File: config.mk
export PLATFORM = sky130hd
export DESIGN_NAME = csc_fill_ctrl
export DESIGN_NICKNAME = d
export VERILOG_FILES = /design/src/rtl/csc_pkg.sv /design/src/rtl/csc_col_seq.sv /design/src/rtl/csc_fill_ctrl.sv
export SDC_FILE = /design/constraint.sdc
export NUM_CORES = 1
export LEC_CHECK = 0
export ABC_CLOCK_PERIOD_IN_PS = 2800
export BUFFER_PORTS_ARGS = -buffer_cell sky130_fd_sc_hd__buf_2
export CAP_MARGIN = 25
export CORE_MARGIN = 4
export CORE_UTILIZATION = 50
export CTS_BUF_LIST = sky130_fd_sc_hd__clkbuf_4 sky130_fd_sc_hd__clkbuf_8
export CTS_CLUSTER_DIAMETER = 50
export CTS_CLUSTER_SIZE = 28
export DETAILED_ROUTE_END_ITERATION = 12
export PLACE_DENSITY_LB_ADDON = 0.15
export SLEW_MARGIN = 20
export SYNTH_ARGS = -nofsm -noshare
export SYNTH_HDL_FRONTEND = slang
export SYNTH_SLANG_ARGS = --single-unit
File: constraint.sdc
create_clock -name clk -period 2.8 [get_ports clk]
set_clock_uncertainty 0.2 [all_clocks]
set_input_delay 0.56 -clock clk [delete_from_list [all_inputs] [get_ports clk]]
set_output_delay 0.56 -clock clk [all_outputs]
set_load 0.02 [all_outputs]
File: src/rtl/csc_pkg.sv
// Shared types and width helpers for the CSC fill sequencer and the csc_stor storage block.
package csc_pkg;

   typedef enum logic [2:0] {IDLE, CP, ENT, FIN, DONE} state_e;

   typedef enum logic [1:0] {SUP, DIAG, SUB} pos_e;

   typedef struct packed {
      logic [31:0] re;
      logic [31:0] im;
   } cplx_t;

   function automatic int idx_width(input int rank);
      return (rank < 2) ? 1 : $clog2(rank);
   endfunction

   function automatic int nnz_width(input int rank);
      return $clog2(3 * rank);
   endfunction

endpackage

File: src/rtl/csc_col_seq.sv
// Per-column entry walker: tracks the current tridiagonal position (SUP/DIAG/SUB) of a column
// and reports its row index, the column's first/next positions and the column-end flag.
module csc_col_seq
   import csc_pkg::*;
#(
   parameter int MAT_RANK = 256,
   parameter int IDX_W    = idx_width(MAT_RANK)
) (
   input  logic             clk,
   input  logic             rst_n,
   input  logic [IDX_W-1:0] col,
   input  logic [2:0]       pos_nz,
   input  logic             load,
   input  logic             advance,
   output pos_e             pos,
   output logic [IDX_W-1:0] row,
   output logic             col_empty,
   output logic             col_end
);

   localparam logic [IDX_W-1:0] LAST_COL = IDX_W'(MAT_RANK - 1);

   pos_e       pos_q;
   pos_e       pos_d;
   pos_e       first_pos;
   pos_e       next_pos;
   logic [2:0] pos_en;

   // A position exists when it lies inside the matrix and its value is not being skipped.
   always_comb begin
      pos_en    = {(col != LAST_COL) & pos_nz[2], pos_nz[1], (col != '0) & pos_nz[0]};
      col_empty = ~|pos_en;
      first_pos = pos_en[0] ? SUP : (pos_en[1] ? DIAG : SUB);
      next_pos  = SUB;
      col_end   = 1'b1;
      case (pos_q)
         SUP: begin
            next_pos = pos_en[1] ? DIAG : SUB;
            col_end  = ~(pos_en[1] | pos_en[2]);
         end
         DIAG: begin
            next_pos = SUB;
            col_end  = ~pos_en[2];
         end
         default: ;
      endcase
      pos_d = pos_q;
      if (load) begin
         pos_d = first_pos;
      end else if (advance && !col_end) begin
         pos_d = next_pos;
      end
   end

   always_ff @(posedge clk or negedge rst_n) begin
      if (!rst_n) begin
         pos_q <= SUP;
      end else begin
         pos_q <= pos_d;
      end
   end

   always_comb begin
      row = col;
      case (pos_q)
         SUP:     row = col - IDX_W'(1);
         SUB:     row = col + IDX_W'(1);
         default: ;
      endcase
   end

   assign pos = pos_q;

endmodule

File: src/rtl/csc_fill_ctrl.sv
// Writes an N x N complex tridiagonal matrix into the CSC store, column by column.
// Define CSC_FILL_ZERO_SKIP_EN to drop entries whose latched value is exactly zero.
module csc_fill_ctrl
   import csc_pkg::*;
#(
   parameter int MAT_RANK = 256,
   parameter int IDX_W    = idx_width(MAT_RANK),
   parameter int NNZ_W    = nnz_width(MAT_RANK)
) (
   input  logic             clk,
   input  logic             rst_n,
   input  logic             start,
   input  logic             abort,
   input  logic [31:0]      s_val_r,
   input  logic [31:0]      s_val_i,
   input  logic [31:0]      a0_val_r,
   input  logic [31:0]      a0_val_i,
   input  logic [31:0]      a1_val_r,
   input  logic [31:0]      a1_val_i,
   output logic             ent_vld,
   input  logic             ent_rdy,
   output logic [IDX_W-1:0] ent_row,
   output logic [IDX_W-1:0] ent_col,
   output logic [31:0]      ent_val_r,
   output logic [31:0]      ent_val_i,
   output logic             ent_last,
   output logic             cp_vld,
   output logic [IDX_W:0]   cp_idx,
   output logic [NNZ_W-1:0] cp_val,
   output logic             busy,
   output logic             done
);

   localparam logic [IDX_W-1:0] LAST_COL   = IDX_W'(MAT_RANK - 1);
   localparam logic [IDX_W-1:0] PENULT_COL = IDX_W'(MAT_RANK - 2);
   localparam logic [IDX_W:0]   CP_FINAL   = (IDX_W + 1)'(MAT_RANK);

   state_e           state_q, state_d;
   logic [IDX_W-1:0] col_q, col_d;
   logic [NNZ_W-1:0] ptr_q, ptr_d;
   cplx_t            s_q, s_d, a0_q, a0_d, a1_q, a1_d;
   cplx_t            cur_val;
   pos_e             pos;
   logic [IDX_W-1:0] row;
   logic [2:0]       pos_nz;
   logic             col_empty, col_end, seq_load, seq_advance, tail_col;

`ifdef CSC_FILL_ZERO_SKIP_EN
   assign pos_nz = {|a0_q, |s_q, |a1_q};
`else
   assign pos_nz = 3'b111;
`endif

   // Column N-2 only ends the stream when the last column (SUP, DIAG) has nothing to emit.
   assign tail_col = (col_q == LAST_COL) ||
                     ((col_q == PENULT_COL) && !pos_nz[0] && !pos_nz[1]);

   csc_col_seq #(
      .MAT_RANK (MAT_RANK),
      .IDX_W    (IDX_W)
   ) u_col_seq (
      .clk       (clk),
      .rst_n     (rst_n),
      .col       (col_q),
      .pos_nz    (pos_nz),
      .load      (seq_load),
      .advance   (seq_advance),
      .pos       (pos),
      .row       (row),
      .col_empty (col_empty),
      .col_end   (col_end)
   );

   always_comb begin
      state_d     = state_q;
      col_d       = col_q;
      ptr_d       = ptr_q;
      s_d         = s_q;
      a0_d        = a0_q;
      a1_d        = a1_q;
      seq_load    = 1'b0;
      seq_advance = 1'b0;
      case (state_q)
         IDLE: begin
            if (start) begin
               s_d     = '{re: s_val_r, im: s_val_i};
               a0_d    = '{re: a0_val_r, im: a0_val_i};
               a1_d    = '{re: a1_val_r, im: a1_val_i};
               col_d   = '0;
               ptr_d   = '0;
               state_d = CP;
            end
         end
         CP: begin
            if (!col_empty) begin
               seq_load = 1'b1;
               state_d  = ENT;
            end else if (col_q == LAST_COL) begin
               state_d = FIN;
            end else begin
               col_d = col_q + IDX_W'(1);
            end
         end
         ENT: begin
            if (ent_rdy) begin
               seq_advance = 1'b1;
               ptr_d       = ptr_q + NNZ_W'(1);
               if (col_end) begin
                  if (col_q == LAST_COL) begin
                     state_d = FIN;
                  end else begin
                     col_d   = col_q + IDX_W'(1);
                     state_d = CP;
                  end
               end
            end
         end
         FIN:     state_d = DONE;
         DONE:    state_d = IDLE;
         default: state_d = IDLE;
      endcase
      if (abort && (state_q != IDLE)) begin
         state_d = IDLE;
      end
   end

   always_ff @(posedge clk or negedge rst_n) begin
      if (!rst_n) begin
         state_q <= IDLE;
         col_q   <= '0;
         ptr_q   <= '0;
         s_q     <= '0;
         a0_q    <= '0;
         a1_q    <= '0;
      end else begin
         state_q <= state_d;
         col_q   <= col_d;
         ptr_q   <= ptr_d;
         s_q     <= s_d;
         a0_q    <= a0_d;
         a1_q    <= a1_d;
      end
   end

   // Outputs decode purely from registered state, so a stalled entry stays put.
   always_comb begin
      case (pos)
         SUP:     cur_val = a1_q;
         SUB:     cur_val = a0_q;
         default: cur_val = s_q;
      endcase
      ent_vld   = 1'b0;
      ent_row   = '0;
      ent_col   = '0;
      ent_val_r = '0;
      ent_val_i = '0;
      ent_last  = 1'b0;
      cp_vld    = 1'b0;
      cp_idx    = '0;
      cp_val    = '0;
      busy      = (state_q == CP) || (state_q == ENT) || (state_q == FIN);
      done      = (state_q == DONE);
      if (state_q == ENT) begin
         ent_vld   = 1'b1;
         ent_row   = row;
         ent_col   = col_q;
         ent_val_r = cur_val.re;
         ent_val_i = cur_val.im;
         ent_last  = col_end && tail_col;
      end
      if (state_q == CP) begin
         cp_vld = 1'b1;
         cp_idx = {1'b0, col_q};
         cp_val = ptr_q;
      end else if (state_q == FIN) begin
         cp_vld = 1'b1;
         cp_idx = CP_FINAL;
         cp_val = ptr_q;
      end
   end

endmodule

# --- Yosys cells after proc, flatten, opt, wreduce, memory -nomap -nowiden ---
# Cells that the tools add are included.
op_classes:
  bitwise_logic: 1
  mux: 36
  n_reduce_logical: 16
  n_addsub: 3
  n_eq_ne: 15
op_table:
  columns: ["operator", "n"]
  rows:
  - ["64-bit one-hot mux with 2 select lines", 1]
  - ["32-bit two-way mux", 2]
  - ["8-bit two-way mux", 6]
  - ["10-bit two-way mux", 4]
  - ["8-bit one-hot mux with 2 select lines", 2]
  - ["10-bit one-hot mux with 2 select lines", 1]
  - ["9-bit two-way mux", 2]
  - ["3-bit two-way mux", 4]
  - ["3-bit one-hot mux with 4 select lines", 1]
  - ["10-bit by 1-bit adder with 10-bit output, second input constant", 1]
  - ["3-bit != test, second input constant", 3]
  - ["8-bit by 1-bit adder with 8-bit output, second input constant", 1]
  - ["8-bit == test, second input constant", 1]
  - ["1-bit two-way mux", 8]
  - ["2-bit two-way mux", 4]
  - ["2-bit != test, second input constant", 4]
  - ["8-bit != test, second input constant", 1]
  - ["8-bit nonzero test", 1]
  - ["8-bit by 1-bit subtractor with 8-bit output, second input constant", 1]
  - ["3-bit by 2-bit == test with 1-bit output, second input constant", 2]
  - ["3-bit AND reduction", 2]
  - ["5-bit AND reduction", 1]
  - ["2-bit nonzero test", 2]
  - ["3-bit by 1-bit == test with 1-bit output, second input constant", 1]
  - ["12 further kinds", 15]
word_totals:
  wordCells: 81
  regBits: 215
  input_bits: 197

# --- Logic depth before layout (Yosys ltp) ---
# Gate-level depths: netlist of run 1.
depth:
  word_depth: 7
  depth_mapped: 7

# --- Cells and area by module ---
# A second synthesis of run 1 with hierarchy kept.
unflattened:
  cells_unflattened: 1343
  hier_area_um2: 10791.6
modules_own_cells:
  columns: ["mod", "cells_each", "area_per_inst_um2", "instances"]
  rows:
  - ["csc_fill_ctrl", 1268, 10227.3, 1]
  - ["csc_col_seq", 75, 564.3, 1]

# --- Least setup slack after synthesis of run 1 ---
# Ideal clock, no wire load.
synth_path:
  path_kind: "register to output"
  start: "register col_q[1]"
  end: "output port ent_row[6]"
  path_stages_with_launch: 6
  arrival_time_ns: 1.783
  path_slack_ns: 0.257
  cell_sequence: "dfrtp_1 -> ha_1 -> nand3_1 -> or3_1 -> a21o_1 -> a21oi_1"
synth_via:
  elab_chain_cells: 3
synth_lines:
  columns: ["item", "line_no", "text"]
  rows:
  - ["from (decl)", "csc_fill_ctrl.sv:39", "logic [IDX_W-1:0] col_q, col_d;"]
  - ["from (signal assigned)", "csc_fill_ctrl.sv:137", "col_q <= col_d;"]
  - ["8-bit by 1-bit adder with 8-bit output / 8-bit by 1-bit subtractor with 8-bit output (equally long branches)", "csc_col_seq.sv:67, csc_col_seq.sv:66", null]
  - ["8-bit one-hot mux with 2 select lines *", "csc_col_seq.sv:65", "case (pos_q)"]
  - ["8-bit two-way mux *", "csc_fill_ctrl.sv:163", "if (state_q == ENT) begin"]
  - ["to (decl)", "csc_fill_ctrl.sv:22", "output logic [IDX_W-1:0] ent_row,"]
# Every way passes the cells marked *; elsewhere a longest branch is shown, timed or not.

# --- Worst setup path in the final report of run 1 ---
layout_path:
  start: "register col_q[2]"
  end: "output port ent_row[7]"
# Same word-level chain as after synthesis.

==> results.yml, run 1 <==
clocking:
  cts_tree: "yes"
  numCtsBuffers: 24
  clk_path_buf_depth: 3
  cts.sinks: 215
  htreeDepth: 1
  path_clk_slew_ns: 0.09
  clk_latency_ns: 0.56
  clk_root_buffer_cell: "clkbuf_8"
critical_path:
  worstPathRequired_ns: 2.04
  crit-reg2reg-launch: "state_q[0]"
  cp-start-kind: "register"
  path_depth: 6
  worstPathCellList: "buf_4, nand3_1, or3_4, o32ai_4, mux2_4, buf_6"
  r2r_cells: 7
  end_kind: "output port"
  cp_data_arrival_time_ns: 2.39
  rr_endpoint: "s_q[39]"
  critical_path_class: "register to output port"
  reg2reg_setup_slack_ns: 0.33
  crit_start: "col_q[2]"
  slowest_stage: "or3_4"
  crit_family: "simple AND/OR/NAND/NOR gates"
  critical-path-max-stage-delay_ns: 0.47
  worstPathMaxFanout: 11
  crit_buf_inv: 2
  crit_end: "ent_row[7]"
timing:
  hold_slack_ns: 0.0127
  setup_ws_ns: -0.354
  hold_viol_final: 0
  rsz0062_at_grt: "true"
  final_max_slew_viol_count: 0
  relSlewSlack_pct: 38.4
  setup_viol: 44
  fmax_mhz: 317
  finalCriticalPeriod_ns: 3.15
  period_share_pct: 113
  tightest_slew_ns: 0.924
synth:
  async_flop_share_pct: 100
  synth_fp_nets: 1515
  synthMuxAreaShare_pct: 6.70
  synth.avg_cell_area_um2: 7.99
  synthFlopType: "dfrtp_1"
  synth_edf_count: 0
  synth_area_mm2: 0.0105
  synth_xor_xnor_area_share_pct: 0.918
  synthTopCellsByArea: "dfrtp_1 (51%), nand2_1 (21%), mux2i_1 (6.5%), nor2_1 (5.4%), a21oi_1 (3.5%)"
  synth_top_area_share_pct: 51.2
  yosys.area_share.adder_pct: 0.477
  synth-seq-cells: 215
  ys_seq_area_share_pct: 51.2
  synth_cell_types: 52
  synthesis.instances: 1314
  synth_compound_area_share_pct: 5.65
  synthSimpleGateAreaFrac_pct: 31.2
  ys_warn_count: 0
  synth_top_family_by_area: "simple AND/OR/NAND/NOR gates"
  synthMostInstantiatedCell: "nand2_1"
  synth_common_cells: "nand2_1 (590), dfrtp_1 (215), nor2_1 (152)"
  synth_largest_area_cell: "dfrtp_1"
run_status:
  status: "complete, but fails checks"
  violations: "setup timing"
detailed_routing:
  drt_iter0_drc: 648
  wire_per_inst_um: 16.7
  ant_nets: 0
  routed_wirelength_um: 34200
  drc: 0
  firstDrtPassIters: 6
  via_per_inst: 5.27
  via_count: 10788
global_route:
  grt_pass1_vias: 10778
  antenna_found_initial: 0
  grt.total_usage_pct: 27.5
  grt_pass1_wl_um: 53800
  grt_max_degree: 101
  overflow: 0
floorplan:
  die-width_um: 153
  coreArea_mm2: 0.0204
  die_area_mm2: 0.0234
  initial_utilization_pct: 51.4
  ios: 301
  die_h_um: 153
  num_rows: 52
pwr:
  p_per_area_mw_per_mm2: 762
  p_seq_share_pct: 39.0
  power.switching_uw: 4270
  swShare_pct: 36.9
  power_frac_clock_pct: 23.4
  p_leak_uw: 0.00788
  p_comb_share_pct: 37.6
  intPower_uw: 7300
  vdd_ir_drop_max_mv: 0.486
  finalPower_uw: 11600
cells_and_area:
  num-nets-final: 1963
  final_cell_count_no_fill: 2049
  final_core_util_pct: 74.3
  area_growth_pct: 44.5
  n_fill_cell: 1438
  antenna_cells: 0
  drive_gt1_share_pct: 24.3
place:
  dp.cells: 1820
  dp_hpwl_um: 18900
  port_buffers: 300
  gp_congestion: 0.893
job:
  maxCapViolCount: 0
min_path:
  hold_path.class: "primary input to register"
==> metal layers <==
| metal | share of wire, % | wire (um) | track usage [%] | up-vias |
|---|---|---|---|---|
| li1 | - | - | - | 5072 |
| met1 | 40 | 13700 | 35.9 | 5131 |
| met2 | 49 | 16600 | 45.5 | 484 |
| met3 | 7.2 | 2450 | 4.81 | 101 |
| met4 | 4.1 | 1400 | 11.7 | 0 |
| met5 | 0 | 0 | 0 | - |
==> through the flow <==
step / setup TNS, ns / cell area (um^2) / setup WS, ns
detailed placement: 0 / 12300 / 0.195
global route: -10.53 / 15200 / -0.450
floorplan: 0 / 10500 / 0.257
global placement: 0 / 12300 / 0.217
finish: -5.11 / 15200 / -0.354
CTS: -5.60 / 14900 / -0.357
==> tightest hold or removal path, stage by stage <==
cell and delay [ns]:
buf_2 0.10, nand2_1 0.05, nand2_1 0.04
==> logic make-up after synthesis <==
group | after synthesis
and+or+nand+nor | 816
DFF | 215
AOI/OAI and AO/OA | 105
buffers and inverters | 93
muxes | 70
xor gates and xnor gates | 11
adders and majority gates | 4
==> state kept, by name, summed over array words and instances (netlist names) <==
signal and count:
a0_q 64, a1_q 64, s_q 64, ptr_q 10
col_q 8, state_q 3, u_col_seq.pos 2
==> layout by cell type (no fill, tap or decap), types with 24 or more instances in the layout <==
cell / instances
clkbuf_8: 24
nand2_1: 588
and2_1: 26
dfrtp_1: 207
a21oi_1: 69
nor2_1: 150
mux2i_1: 66
buf_2: 270
buf_4: 54
dlygate4sd3_1: 159
==> area by class of cell <==
cell class              count  area, um^2  area share (%)
clock buffers              25         338            2.23
repair buffers            511        3930            25.9
multi-input cells        1006        4870            32.1
inverters                   4        15.0          0.0990
well taps                 270         338            2.23
flip-flops and latches    215        5400            35.6
clock inverters            18         285            1.88
==> what timing repair did <==
item / in CTS / in global routing
pin swaps: 11 / 18
hold buffers: 158 / 1
hold endpoints to repair: 219 / 1
buffers inserted: 9 / 11
cloned: 7 / 2
resized for setup: 46 / 38
endpoints found under the setup margin: 81 / 69
==> power by group through the flow <==
stage | clock network [uW] | logic [uW] | registers, uW
6_report | 2710 | 4340 | 4510
4_1_cts | 2750 | 4020 | 4510
5_1_grt | 2870 | 4780 | 4610
3_3_place_gp | 0 | 3410 | 4520
3_5_place_dp | 0 | 3480 | 4560
2_1_floorplan | 0 | 2570 | 4390
==> how the worst min path moves through the flow <==
stage / from / to / slack (ns) / cells after the start
4_1_cts: a1_val_r[2] / a1_q[34] / 0.0006 / 3
2_1_floorplan: rst_n / a0_q[0] / 0.06 / 0
6_report: s_val_i[19] / s_q[19] / 0.01 / 3
5_1_grt: a0_val_r[6] / a0_q[38] / 0.009 / 3
3_5_place_dp: a1_q[24] / a1_q[24] / 0.26 / 2
3_3_place_gp: a1_q[60] / a1_q[60] / 0.26 / 2
Note: power is estimated with default switching activity, not from simulation.
==> inputs of run 2 (changes only) <==
--- a/config.mk
+++ b/config.mk
@@ -8,14 +8,15 @@
 export ABC_CLOCK_PERIOD_IN_PS = 2800
 export BUFFER_PORTS_ARGS = -buffer_cell sky130_fd_sc_hd__buf_2
 export CAP_MARGIN = 25
+export CELL_PAD_IN_SITES_DETAIL_PLACEMENT = 1
+export CELL_PAD_IN_SITES_GLOBAL_PLACEMENT = 1
 export CORE_MARGIN = 4
-export CORE_UTILIZATION = 50
+export CORE_UTILIZATION = 39
 export CTS_BUF_LIST = sky130_fd_sc_hd__clkbuf_4 sky130_fd_sc_hd__clkbuf_8
 export CTS_CLUSTER_DIAMETER = 50
 export CTS_CLUSTER_SIZE = 28
 export DETAILED_ROUTE_END_ITERATION = 12
 export PLACE_DENSITY_LB_ADDON = 0.15
-export SLEW_MARGIN = 20
 export SYNTH_ARGS = -nofsm -noshare
 export SYNTH_HDL_FRONTEND = slang
 export SYNTH_SLANG_ARGS = --single-unit
==> run 2 against run 1 <==
The flow still finishes with violations (setup timing). Sequential share of layout area down 2.0 points. Power up 8.4%. Worst setup slack better by 0.024 ns. Largest power group is now combinational logic. Utilization down 13 points. Critical path depth unchanged. Final cell count up 6.1%. Combinational power up 12%. Global-route usage down 0.62 points. Critical path type unchanged. Fmax up 0.78%. Count of clock-buffer cells in the layout up 8. Critical endpoint is now ent_row[5].
==> results.yml, run 2 (synthesized netlist as in run 1, its figures left out) <==
place:
  port_buffers: 300
  dp_hpwl_um: 22900
  gp_congestion: 0.798
  dp.cells: 1893
floorplan:
  die-width_um: 172
  initial_utilization_pct: 39.9
  die_h_um: 172
  num_rows: 59
  die_area_mm2: 0.0296
  ios: 301
  coreArea_mm2: 0.0263
cells_and_area:
  seqCellArea_mm2: 0.00539
  final_cell_count_no_fill: 2173
  area_growth_pct: 53.0
  n_fill_cell: 3063
  num-nets-final: 2013
  drive_gt1_share_pct: 26.6
  final_common_cell: "nand2_1"
  multi_input_area_mm2: 0.00503
  reg.largest.list: "a0_q: 64 flops, a1_q: 64 flops, s_q: 64 flops"
  final_cell_mix: "nand2_1 (589), buf_2 (247), dfrtp_1 (208)"
timing:
  setup_ws_ns: -0.330
  final_max_slew_viol_count: 0
  setup_viol: 66
  relSlewSlack_pct: 63.9
  period_share_pct: 112
  hold_viol_final: 0
  rsz0062_at_grt: "true"
  fmax_mhz: 319
  tightest_slew_ns: 0.541
  finalCriticalPeriod_ns: 3.13
  hold_slack_ns: 0.0140
global_route:
  antenna_found_initial: 1
  grt_max_degree: 107
  grt_pass1_wl_um: 63900
  overflow: 0
  grt.total_usage_pct: 26.9
  grt_pass1_vias: 12158
critical_path:
  worstPathRequired_ns: 2.04
  crit_start: "u_col_seq.pos[1]"
  crit_buf_inv: 2
  cp_data_arrival_time_ns: 2.37
  worstPathMaxFanout: 2
  slowest_stage: "or4_4"
  critical_path_class: "register to output port"
  cp-start-kind: "register"
  worstPathCellList: "or4_4, buf_6, nor4_4, nor3_2, nor3_1, buf_4"
  crit_family: "simple AND/OR/NAND/NOR gates"
  crit-reg2reg-launch: "state_q[1]"
  critical-path-max-stage-delay_ns: 0.58
  end_kind: "output port"
run_status:
  violations: "setup timing"
  status: "complete, but fails checks"
clocking:
  numCtsBuffers: 31
  cts_tree: "yes"
  htreeDepth: 1
  path_clk_slew_ns: 0.06
  clk_latency_ns: 0.58
  clk_root_buffer_cell: "clkbuf_8"
  cts.sinks: 215
  clk_path_buf_depth: 3
job:
  maxCapViolCount: 0
pwr:
  finalPower_uw: 12500
  vdd_ir_drop_max_mv: 0.351
  p_per_area_mw_per_mm2: 780
  p_leak_uw: 0.00819
detailed_routing:
  routed_wirelength_um: 43100
  drt_iter0_drc: 638
  wire_per_inst_um: 19.8
  firstDrtPassIters: 5
  via_per_inst: 5.16
  drc: 0
  via_count: 11205
  ant_nets: 0
min_path:
  min_from: "s_val_i[0]"
  hold_path.class: "primary input to register"
[run 2: layer usage]
| metal | GRT usage [%] | share of wire, % | vias to the layer above |
|---|---|---|---|
| met5 | 0 | 0 | - |
| met4 | 10.2 | 4.3 | 0 |
| met3 | 3.84 | 4.4 | 116 |
| met2 | 47.7 | 52 | 358 |
| met1 | 33.2 | 40 | 5558 |
| li1 | - | - | 5173 |
[run 2: through the flow]
stage,TNS (ns),setup slack (ns),util (%),area [um^2]
floorplan,0,0.257,-,10500
global placement,0,0.237,47.3,12400
detailed placement,0,0.174,47.3,12400
CTS,-8.92,-0.308,58.6,15400
global route,-12.10,-0.427,61.1,16100
finish,-5.43,-0.330,61.1,16100
[run 2: final cells by class]
cell class / instances / share of cell area [%]
clock buffer: 33 / 2.79
inverter: 4 / 0.0934
clock inverter: 23 / 1.81
timing repair buffer: 554 / 27.8
tap: 335 / 2.61
multi-input combinational: 1006 / 31.3
sequential: 215 / 33.6
antenna: 3 / 0.0467
[run 2: final timing paths]
| check | endpoint | slack (ns) | cells after the start |
|---|---|---|---|
| min in group asynchronous | ptr_q[5] | 0.32 | 2 |
| setup reg to reg | ptr_q[1] | 0.55 | 5 |
| max in group asynchronous | a0_q[56] | 1.36 | 3 |
| setup / recovery | ent_row[5] | -0.33 | 6 |
| hold / removal | s_q[0] | 0.01 | 3 |
| hold reg to reg | a0_q[50] | 0.28 | 2 |
[run 2: worst reg2reg max path, stage by stage, from the launching register on]
cell     delay (ns)
dfrtp_1        0.45
buf_4          0.21
nor4b_2        0.51
buf_12         0.43
nor2_1         0.16
a22o_1         0.19
[run 2: where the power goes]
part	internal [uW]	switching, uW
Sequential	4000	619
Clock	1550	1500
Combinational	2070	2800
Total	7620	4920
[run 2: what timing repair did]
action	4_1_cts	5_1_grt
buffers inserted	9	14
hold buffers	191	0
cloned	3	6
setup endpoints to repair	83	78
pin swaps	6	10
hold endpoints to repair	243	0
resized for setup	44	124
